File: src/rtl/if_fetch_stage.sv
// Instruction fetch stage: owns the fetch PC and issues one in-order word
// request at a time to a variable-latency instruction memory. Returned words
// go into a small circular queue whose head feeds decode. A taken branch
// flushes the queue and marks any in-flight response for discard.
module if_fetch_stage #(
    parameter int ADDRESS_LEN = 32,
    parameter int QUEUE_DEPTH = 2     // 2..4 entries
) (
    input  logic                   clk,
    input  logic                   rst,
    input  logic                   freeze,
    input  logic                   branch_taken,
    input  logic [ADDRESS_LEN-1:0] branch_address,
    output logic                   imem_req,
    output logic [ADDRESS_LEN-1:0] imem_addr,
    input  logic                   imem_valid,
    input  logic [ADDRESS_LEN-1:0] imem_rdata,
    output logic                   if_valid,
    output logic [ADDRESS_LEN-1:0] instruction,
    output logic [ADDRESS_LEN-1:0] pc
);

    // Pointer and occupancy widths sized for the 2..4 entry range.
    localparam int PTR_W = (QUEUE_DEPTH > 2) ? 2 : 1;
    localparam int CNT_W = $clog2(QUEUE_DEPTH + 1);

    localparam logic [PTR_W-1:0]       LAST_PTR   = PTR_W'(QUEUE_DEPTH - 1);
    localparam logic [CNT_W:0]         DEPTH_CNT  = (CNT_W + 1)'(QUEUE_DEPTH);
    localparam logic [ADDRESS_LEN-1:0] WORD_BYTES = ADDRESS_LEN'(4);

    // Architectural fetch state.
    logic [ADDRESS_LEN-1:0] fetch_pc_reg;
    logic [ADDRESS_LEN-1:0] req_addr_reg;      // address of the request in flight
    logic                   outstanding_reg;   // one request awaiting its response
    logic                   discard_reg;       // in-flight response belongs to a flushed path

    // Queue bookkeeping.
    logic [PTR_W-1:0]       head_reg;
    logic [PTR_W-1:0]       tail_reg;
    logic [CNT_W-1:0]       count_reg;

    // Queue storage: per entry, the fetch address + 4 and the fetched word.
    logic [ADDRESS_LEN-1:0] entry_pc_reg   [QUEUE_DEPTH];
    logic [ADDRESS_LEN-1:0] entry_word_reg [QUEUE_DEPTH];

    // Per-cycle decisions.
    logic                   resp_live;
    logic                   push;
    logic                   pop;
    logic                   issue;
    logic [CNT_W:0]         occ_next;
    logic [ADDRESS_LEN-1:0] fetch_pc_next;
    logic [ADDRESS_LEN-1:0] push_pc;
    logic [PTR_W-1:0]       head_next;
    logic [PTR_W-1:0]       tail_next;

    // Circular increment that also works for non-power-of-two depths.
    function automatic logic [PTR_W-1:0] ptr_inc(input logic [PTR_W-1:0] p);
        logic [PTR_W-1:0] r;
        if (p == LAST_PTR) begin
            r = '0;
        end else begin
            r = p + PTR_W'(1);
        end
        return r;
    endfunction

    assign if_valid = (count_reg != '0);

    // Consume/produce/issue decisions; a redirect suppresses all three.
    always_comb begin
        resp_live     = imem_valid && outstanding_reg;
        pop           = if_valid && !freeze && !branch_taken;
        push          = resp_live && !discard_reg && !branch_taken;
        occ_next      = {1'b0, count_reg} + (CNT_W + 1)'(push) - (CNT_W + 1)'(pop);
        // A new request may go out only when the previous one is retiring this
        // cycle (or none is pending) and a slot is still free for its response
        // after this cycle's push and pop.
        issue         = !rst && !branch_taken
                        && (!outstanding_reg || imem_valid)
                        && (occ_next < DEPTH_CNT);
        fetch_pc_next = fetch_pc_reg + WORD_BYTES;
        push_pc       = req_addr_reg + WORD_BYTES;
        head_next     = pop  ? ptr_inc(head_reg) : head_reg;
        tail_next     = push ? ptr_inc(tail_reg) : tail_reg;
    end

    assign imem_req  = issue;
    assign imem_addr = fetch_pc_reg;

    // Head of the queue drives decode; zeroed when no live instruction.
    always_comb begin
        instruction = '0;
        pc          = '0;
        if (if_valid) begin
            instruction = entry_word_reg[head_reg];
            pc          = entry_pc_reg[head_reg];
        end
    end

    // Fetch PC, request tracking and queue pointers; redirect wins over everything.
    always_ff @(posedge clk) begin
        if (rst) begin
            fetch_pc_reg    <= '0;
            req_addr_reg    <= '0;
            outstanding_reg <= 1'b0;
            discard_reg     <= 1'b0;
            head_reg        <= '0;
            tail_reg        <= '0;
            count_reg       <= '0;
        end else if (branch_taken) begin
            fetch_pc_reg    <= branch_address;
            head_reg        <= '0;
            tail_reg        <= '0;
            count_reg       <= '0;
            // A response landing this very cycle retires the request outright;
            // otherwise the one still in flight must be dropped when it lands.
            outstanding_reg <= outstanding_reg && !imem_valid;
            discard_reg     <= outstanding_reg && !imem_valid;
        end else begin
            if (issue) begin
                fetch_pc_reg <= fetch_pc_next;
                req_addr_reg <= fetch_pc_reg;
            end
            if (issue) begin
                outstanding_reg <= 1'b1;
            end else if (resp_live) begin
                outstanding_reg <= 1'b0;
            end
            if (resp_live) begin
                discard_reg <= 1'b0;
            end
            head_reg  <= head_next;
            tail_reg  <= tail_next;
            count_reg <= occ_next[CNT_W-1:0];
        end
    end

    // Queue storage: each entry captures the returning word when it is the tail.
    generate
        for (genvar gi = 0; gi < QUEUE_DEPTH; gi++) begin : g_entry
            always_ff @(posedge clk) begin
                if (push && (tail_reg == PTR_W'(gi))) begin
                    entry_pc_reg[gi]   <= push_pc;
                    entry_word_reg[gi] <= imem_rdata;
                end
            end
        end
    endgenerate

endmodule

File: config.mk
export PLATFORM = sky130hd
export DESIGN_NAME = if_fetch_stage
export DESIGN_NICKNAME = d
export VERILOG_FILES = /design/src/rtl/if_fetch_stage.sv
export SDC_FILE = /design/constraint.sdc
export NUM_CORES = 1
export LEC_CHECK = 0
export CAP_MARGIN = 20
export CORE_UTILIZATION = 55
export CTS_CLUSTER_DIAMETER = 150
export DETAILED_ROUTE_END_ITERATION = 16
export GPL_TIMING_DRIVEN = 1
export PLACE_DENSITY = 0.89
export SLEW_MARGIN = 20
export SYNTH_ARGS = -nofsm -noshare
export SYNTH_HDL_FRONTEND = slang
export SYNTH_SLANG_ARGS = --single-unit
File: constraint.sdc
create_clock -name clk -period 6.94 [get_ports clk]
set_clock_uncertainty 0.1 [all_clocks]
set_input_delay 1.388 -clock clk [delete_from_list [all_inputs] [get_ports clk]]
set_output_delay 1.388 -clock clk [all_outputs]
set_load 0.02 [all_outputs]
# After elaboration in Yosys (flattened, before gate mapping)
# Memories as Yosys holds them, arrays and structs flattened. A register that Yosys moved wholly into a read port is not among the register bits.
# Index checks and enable logic that the tools add are counted.
# W data, S select, Z words.
[classes]
n_addsub = 6
n_lt_le_gt_ge = 1
n_mux = 24
n_bitwise = 2
reduce_logical = 26
[op_table]
columns = ["cell", "count"]
rows = [
  ["$mux W32", 6],
  ["$add A32 B3 Y32 const B", 2],
  ["$reduce_or A32 Y1", 2],
  ["$mux W1", 18],
  ["$logic_and A1 B1 Y1", 11],
  ["$logic_not A1 Y1", 6],
  ["$reduce_bool A2 Y1", 3],
  ["$add A2 B1 Y3", 1],
  ["$lt A3 B2 Y1 const B", 1],
  ["$reduce_bool A3 Y1", 1],
  ["$sub A3 B1 Y3", 1],
  ["$add A1 B1 Y1 const B", 2],
  ["$not A1 Y1", 2],
  ["$reduce_and A2 Y1", 1],
  ["$reduce_or A2 Y1", 1],
  ["$logic_or A1 B1 Y1", 1],
]
[totals]
reg_bits = 70
mem_bits_rw = 128
memories = 2
[memory_table]
columns = ["memory", "depth", "width", "read_ports", "rd_ports_with_merged_regs", "wr", "line", "source"]
rows = [
  ["entry_pc_reg", 2, 32, 1, 1, 1, "43", "logic [ADDRESS_LEN-1:0] entry_pc_reg [QUEUE_DEPTH];"],
  ["entry_word_reg", 2, 32, 1, 1, 1, "44", "logic [ADDRESS_LEN-1:0] entry_word_reg [QUEUE_DEPTH];"],
]

# Longest topological paths before layout
# Gate-level depths: netlist (run 1).
[logic_depth]
ltp_word = 9
depth_mapped = 14
mapped_depth_nobuf = 14

# Least setup slack after synthesis (run 1)
# No wires, ideal clock.
[synth_path]
path_type = "input to output"
start = "input branch_taken"
end = "output imem_req"
t_arrival_ns = 3.880
required_time_ns = 5.452
slack_ns = 1.572
path_stages = 12
path_cell_list = "clkbuf_1 > nor3_1 > inv_1 > ha_1 > inv_1 > ha_1 > fa_1 > xnor2_1 > nor3_2 > nand2_1 > clkinv_1 > buf_2"
[synth_between]
elab_chain_cells = 6
word_cells_on_any_way = 9
cone_classes = "add/sub: 2; order compare: 1; reduce/logical: 6"
[synth_lines]
columns = ["item", "line", "source"]
rows = [
  ["start, declared", "12", "input logic branch_taken,"],
  ["$logic_not A1 Y1 (*)", "73, 74, 79", ""],
  ["$logic_and A1 B1 Y1", "74", "push = resp_live && !discard_reg && !branch_taken;"],
  ["$add A2 B1 Y3", "75", "occ_next = {1'b0, count_reg} + (CNT_W + 1)'(push) - (CNT_W + 1)'(pop);"],
  ["$sub A3 B1 Y3", "75", ""],
  ["$lt A3 B2 Y1", "81", "&& (occ_next < DEPTH_CNT);"],
  ["$logic_and A1 B1 Y1 (*)", "81", ""],
  ["end, declared", "14", "output logic imem_req,"],
]
# Every way passes the cells marked *; elsewhere a longest branch is shown, timed or not.

# Worst setup path after layout (run 1)
[layout_path]
start = "input imem_valid"
end = "output imem_req"
[layout_between]
elab_chain_cells = 7
word_cells_on_any_way = 9
cone_classes = "add/sub: 2; order compare: 1; reduce/logical: 6"
[layout_lines]
columns = ["item", "line", "source"]
rows = [
  ["start, declared", "16", "input logic imem_valid,"],
  ["$logic_and A1 B1 Y1", "72", "resp_live = imem_valid && outstanding_reg;"],
  ["$logic_and A1 B1 Y1 (2 in a row)", "74", ""],
  ["$add A2 B1 Y3", "75", ""],
  ["$sub A3 B1 Y3", "75", ""],
  ["$lt A3 B2 Y1", "81", ""],
  ["$logic_and A1 B1 Y1 (*)", "81", ""],
]
# Marked as above.

==> results.md, run 1 <==
* Outcome: finished, final reports clean
* CTS buffer count at 17
* Lkg Pwr at 3.74 nW
* Sum Neg Setup Slack at 0 ns
* Worst vdd ir at 0.179 mV
* Die Width at 127 um
* Multi-input logic area at 3090 um^2
* Critical Path AT at 4.58 ns
* Period utilization at 87.5%
* CORE AREA at 15300 um^2
* Post-synthesis cell area at 8620 um^2
* Final setup violation count at 0
* Top_reg_cell synth: edfxtp_1
* Commonest non-fill, non-tap cells in the layout: clkdlybuf4s50_1 (164), edfxtp_1 (128), nand2_1 (99), nor2_1 (86), mux2i_1 (71)
* Area Growth Syn to Fin at 28.1%
* Combinational cell fraction of total power at 7.9%
* Clock Tree Root: clkbuf_16
* Worst-Margin Slew at 1.08 ns
* Sw Share at 22.5%
* Synth Register Bits at 199
* HP Class: reg -> reg
* Final ANT Viol Nets at 0
* RSZ-0062 raised after global routing: no
* Overflow after GRT at 0
* DR WL/cell at 16.5 um
* Syn_nets at 841
* Initial DRC Count at 540
* Post-CTS setup buffers at 0
* CTS Hold Bufs at 0
* Critical Path RT at 5.45 ns
* NetSw at 0.000559 W
* Initial Util at 56.5%
* Clock transition at the registers of the reported paths at 0.07 ns
* Post-synth EDFFs at 128
* Clock Path Buffers at 2
* Vias/cell at 5.48
* Ys Warns at 0
* Global-route wire length before repair at 29900 um
* Syn Area/Cell at 11.2 um^2
* Via total after detailed routing at 6264
* Internal at 0.00192 W
* WS Path Type: in -> out
* Clk_lat worst skew at 0.43 ns
* Clock share of power at 39.1%
* H-tree depth at 4
* Max Cap Violations at 0
* Share of cells above drive strength 1 at 5.68%
* Syn Inst Count at 767
* DRC at 0
* GRT Overall Usage at 23.9%
* Endpoints failing hold at 0
* Dpl hpwl at 12300 um
* Yosys cell types at 45
* I/O pins at 167
* Crit Path Max Fanout at 4
* Post-layout nets at 994
* Port bufs at 166
* Row count at 45
* Startpoint types: primary input
* PostCTS Resize Cnt at 0
* Final Wtd Congestion at 0.854
* Worst slew margin at 27.3%
* Post-layout util at 72.3%
* Crit. End Element: output pin
* Hold slack at 0.372 ns
* Min Tclk post-route at 6.07 ns
* Sequential power share at 53.0%
* Router iterations before antenna repair at 5
* Post-synth ARST share at 0%
* Register area share after synthesis at 61.1%
* TritonCTS Sinks at 199
* Largest net degree at the start of global routing at 69
* Die Area at 16200 um^2
* Register area at 5270 um^2
* Pwr dens at 225 nW/um^2
* Most common cell after layout, fill and taps aside: clkdlybuf4s50_1
* CTS tree: done
* FF-to-FF setup slack at 2.88 ns
* Critical-path cell list: clkdlybuf4s50_1 > nand2_1 > nor3_1 > inv_1 > ha_1 > inv_1 > ha_1 > fa_1 > xnor2_1 > nor3_2 > nand2_1 > clkinv_1 > clkdlybuf4s50_1
* Max stage delay on crit path at 0.58 ns
* Die Span Y at 127 um
* Fillers at 1042
* Initial antenna violation count at 0
* Vias in the first global route at 5975
* Fin. max-slew vios at 0
* WL final at 18900 um
* Crit-path slowest cell: clkdlybuf4s50_1
* Max Clk Rate at 165 MHz
* Inserted Diodes at 0
## worst paths after layout
| check | from | endpoint | cells after the start |
|---|---|---|---|
| worst max-delay path | imem_valid | imem_req | 13 |
| worst min register to register | req_addr_reg[1]$_SDFFE_PP0P_ | entry_pc_reg[1][1]$_DFFE_PP_ | 0 |
| worst max register to register | count_reg[0]$_SDFF_PP0_ | imem_addr[18]$_SDFFE_PP0P_ | 12 |
| worst min-delay path | req_addr_reg[1]$_SDFFE_PP0P_ | entry_pc_reg[1][1]$_DFFE_PP_ | 0 |
## area by class of cell
type                            count  area share [%]
Sequential cell                   199            47.7
Clock buffer                       19            4.01
Multi-Input combinational cell    498            28.0
Inverter                           29           0.986
Clock inverter                     13            1.31
Timing Repair Buffer              175            15.6
Tap cell                          211            2.39
## kinds of logic (layout without fill, tap and decap cells)
group                      Yosys count  in the layout  synth area share, %
and+or+nand+nor                    278            278                 15.0
muxes                               72             72                 8.38
buffers and inverters               70            236                 3.22
adders and majority gates            5              5                0.813
DFF                                199            199                 61.1
xor gates and xnor gates            55             55                 5.59
AOI/OAI and AO/OA                   88             88                 5.93
## critical path, delay by kind of cell
family | cells | cell delay, ns
XOR/XNOR | 1 | 0.33
AND/OR/NAND/NOR | 4 | 0.54
buffers and inverters | 5 | 1.44
adder cells (fa/ha/maj) | 3 | 0.85
## Yosys cell counts (3+ instances only)
master,number,area [um^2]
and3_1,6,37.5
mux2i_1,71,711
nor2_1,88,330
buf_2,3,15.0
nor2b_1,3,18.8
nand3_1,16,80.1
a21oi_1,56,280
inv_1,28,105
o21a_1,16,120
ha_1,4,50.1
nand2_1,99,372
and2_1,6,37.5
and4_1,7,61.3
clkbuf_1,30,113
nor3_1,15,75.1
nor4_1,8,50.1
or3_1,4,25.0
nand4_1,11,68.8
edfxtp_1,128,3840
o22ai_1,5,31.3
nor3b_1,5,37.5
xor2_1,19,166
dfxtp_1,71,1420
o21ai_0,3,15.0
xnor2_1,36,315
buf_1,6,22.5
## layer usage
layer	vias up	GRT usage (%)	share of wire [%]
met3	38	5.28	8.4
met2	298	37.5	46
met4	0	11.1	2.8
met5	-	0	0
li1	3001	-	-
met1	2927	32.0	43
## per-stage QoR
step,area (um^2),cells,setup WS [ns],total power [W]
after floorplan,8620,767,1.57,0.00143
after global placement,10500,1112,0.969,0.00153
after detailed placement,10500,1112,0.874,0.00154
after CTS,11000,1144,0.867,0.00249
after global routing,11000,1144,0.594,0.00256
final,11000,1144,0.871,0.00248
## power groups by stage
stage	Clock, W	Combinational, W	Sequential, W
after CTS	0.000981	0.000196	0.00132
after global placement	0	0.000189	0.00134
after global routing	0.00103	0.000210	0.00132
after detailed placement	0	0.000194	0.00134
after floorplan	0	0.0000848	0.00135
final	0.000971	0.000195	0.00132
Power figures use the tool's default switching activity.
==> run 2: changes to the inputs <==
Settings changed: CORE_MARGIN from default to 2.
==> run 2 against run 1 <==
Via count fell by 1.6%. Design area rose by 0.28%. Die area rose by 3.2%. First-iteration DRC count fell by 15%. Register-to-register slack got worse by 0.07 ns. Largest power group unchanged. Clock power rose by 5%. Worst hold slack got worse by 0.017 ns. Total power rose by 1.9%. Largest cell class unchanged. Fmax fell by 0.65%. Setup slack got worse by 0.040 ns.
==> results.md, run 2 (synthesis gave the netlist of run 1 again) <==
* CTS Hold Bufs at 0 (unchanged)
* Routed length on met2 at 8930 um (+2.4%)
* Die Area at 16700 um^2 (+3.2%)
* Share of cells above drive strength 1 at 5.57% (-0.11 points)
* CORE AREA at 15300 um^2 (unchanged)
* Inserted Diodes at 0 (unchanged)
* Die Span Y at 129 um (+1.6%)
* RSZ-0062 raised after global routing: no
* Critical Path AT at 4.62 ns (+0.04 ns)
* Endpoints failing hold at 0 (unchanged)
* Vias in the first global route at 5773 (-3.4%)
* Post-CTS setup buffers at 0 (unchanged)
* Pwr dens at 229 nW/um^2 (+1.6%)
* Min Tclk post-route at 6.11 ns (+0.0399 ns)
* Die Width at 129 um (+1.6%)
* WP depth at 13 (unchanged)
* Via total after detailed routing at 6163 (-1.6%)
* Crit-path slowest cell: clkdlybuf4s50_1
* Final ANT Viol Nets at 0 (unchanged)
* Crit. End Element: output pin
* Met3 WL at 1530 um (-2.9%)
* Sum Neg Setup Slack at 0 ns (unchanged)
* Initial antenna violation count at 0 (unchanged)
* Overflow after GRT at 0 (unchanged)
* Most common cell after layout, fill and taps aside: clkdlybuf4s50_1
* Vias/cell at 5.39 (-1.6%)
* DR WL/cell at 16.4 um (-0.59%)
* HP Class: reg -> reg
* Uppermost layer routed: met4
* Hold Path Cell Cnt at 0 (unchanged)
* Global-route wire length before repair at 29300 um (-2.0%)
* Outcome: finished, final reports clean
* GRT Overall Usage at 22.7% (-1.2 points)
* Largest net degree at the start of global routing at 69 (unchanged)
* Clk_lat worst skew at 0.43 ns (about the same)
* Fillers at 994 (-4.6%)
* Max Clk Rate at 164 MHz (-0.65%)
* CTS buffer count at 17 (unchanged)
* Period utilization at 88.0% (+0.57 points)
* Worst path bufs/invs at 5 (unchanged)
* WL final at 18800 um (-0.59%)
* Fin. max-slew vios at 0 (unchanged)
* Critical Path RT at 5.45 ns (about the same)
* Max stage delay on crit path at 0.59 ns (about the same)
* H-tree depth at 4 (unchanged)
* Clock Tree Root: clkbuf_16
* Setup ws final at 0.831 ns (-0.0399 ns)
* Routed length on met1 at 8070 um (-0.15%)
* Max Cap Violations at 0 (unchanged)
* Worst vdd ir at 0.189 mV (+5.6%)
* Lkg Pwr at 3.76 nW (+0.49%)
* DP Worst Slack at 0.865 ns (-0.00897 ns)
* Worst reg2reg path depth at 12 (unchanged)
* Critical-path cell list: clkdlybuf4s50_1 > nand2_1 > nor3_1 > inv_1 > ha_1 > inv_1 > ha_1 > fa_1 > xnor2_1 > nor3_2 > nand2_1 > clkinv_1 > clkdlybuf4s50_1
* Crit Path Max Fanout at 4 (unchanged)
* Final Wtd Congestion at 0.874 (+2.3%)
* Router iterations before antenna repair at 7 (+2)
* TritonCTS Sinks at 199 (unchanged)
* I/O pins at 167 (unchanged)
* Clock transition at the registers of the reported paths at 0.07 ns (about the same)
* Row count at 45 (unchanged)
* Dpl hpwl at 12700 um (+2.9%)
* CTS tree: done
* WS Path Type: in -> out
* PostCTS Resize Cnt at 0 (unchanged)
* Initial Util at 56.5% (unchanged)
* Port bufs at 166 (unchanged)
* Final setup violation count at 0 (unchanged)
* DRC at 0 (unchanged)
* Post-layout nets at 994 (unchanged)
* Initial DRC Count at 460 (-15%)
* Commonest non-fill, non-tap cells in the layout: clkdlybuf4s50_1 (164), edfxtp_1 (128), nand2_1 (99), nor2_1 (86), mux2i_1 (71)
* Startpoint types: primary input
* Largest delay share family, worst path: buffers and inverters
* Worst slew margin at 38.0% (+11 points)
* Clock Path Buffers at 2 (unchanged)
* Area Growth Syn to Fin at 28.5%
* Worst-Margin Slew at 0.927 ns (-0.154 ns)
==> run 2: worst reg2reg max path, stage by stage (launching register included) <==
cell	delay (ns)
dfxtp_1	0.36
nor2_4	0.09
buf_4	0.56
nor3_1	0.21
ha_1	0.33
inv_1	0.04
ha_1	0.19
fa_1	0.39
xnor2_1	0.20
or3_1	0.65
or4_1	0.61
xnor2_1	0.14
o21a_1	0.16
==> run 2: metrics by stage <==
step / hold WS [ns] / instances / total power [W] / util (%) / instance area, um^2
floorplan: 0.325 / 767 / 0.00143 / - / 8620
global placement: 0.331 / 1112 / 0.00153 / 68.5 / 10500
detailed placement: 0.338 / 1112 / 0.00153 / 68.5 / 10500
CTS: 0.355 / 1144 / 0.00254 / 72.5 / 11100
global route: 0.390 / 1144 / 0.00260 / 72.5 / 11100
finish: 0.355 / 1144 / 0.00253 / 72.5 / 11100
==> run 2: layer usage <==
| layer | GRT usage [%] | vias up |
|---|---|---|
| li1 | - | 2995 |
| met4 | 8.12 | 0 |
| met3 | 5.66 | 20 |
| met1 | 29.7 | 2888 |
| met5 | 0 | - |
| met2 | 37.1 | 260 |
==> run 2: cell type report <==
cell class	count	area [um^2]	share of cell area [%]
timing repair buffer	175	1720	15.5
tap	211	264	2.38
sequential	199	5270	47.6
multi-input combinational	498	3100	28.0
clock buffer	20	437	3.94
inverter	29	109	0.983
clock inverter	12	176	1.59
==> run 2: final timing paths <==
path                                      from                           end  slack [ns]
hold / removal    req_addr_reg[1]$_SDFFE_PP0P_  entry_pc_reg[1][1]$_DFFE_PP_        0.36
setup / recovery                    imem_valid                      imem_req        0.83
setup reg to reg       count_reg[1]$_SDFF_PP0_    imem_addr[18]$_SDFFE_PP0P_        2.81
hold reg to reg   req_addr_reg[1]$_SDFFE_PP0P_  entry_pc_reg[1][1]$_DFFE_PP_        0.36
==> run 2: power by group <==
group	switching (W)	total [W]	internal, W
sequential	0.0000329	0.00132	0.00128
clock	0.000415	0.00102	0.000603
combinational	0.0000986	0.000195	0.0000964
total	0.000546	0.00253	0.00198
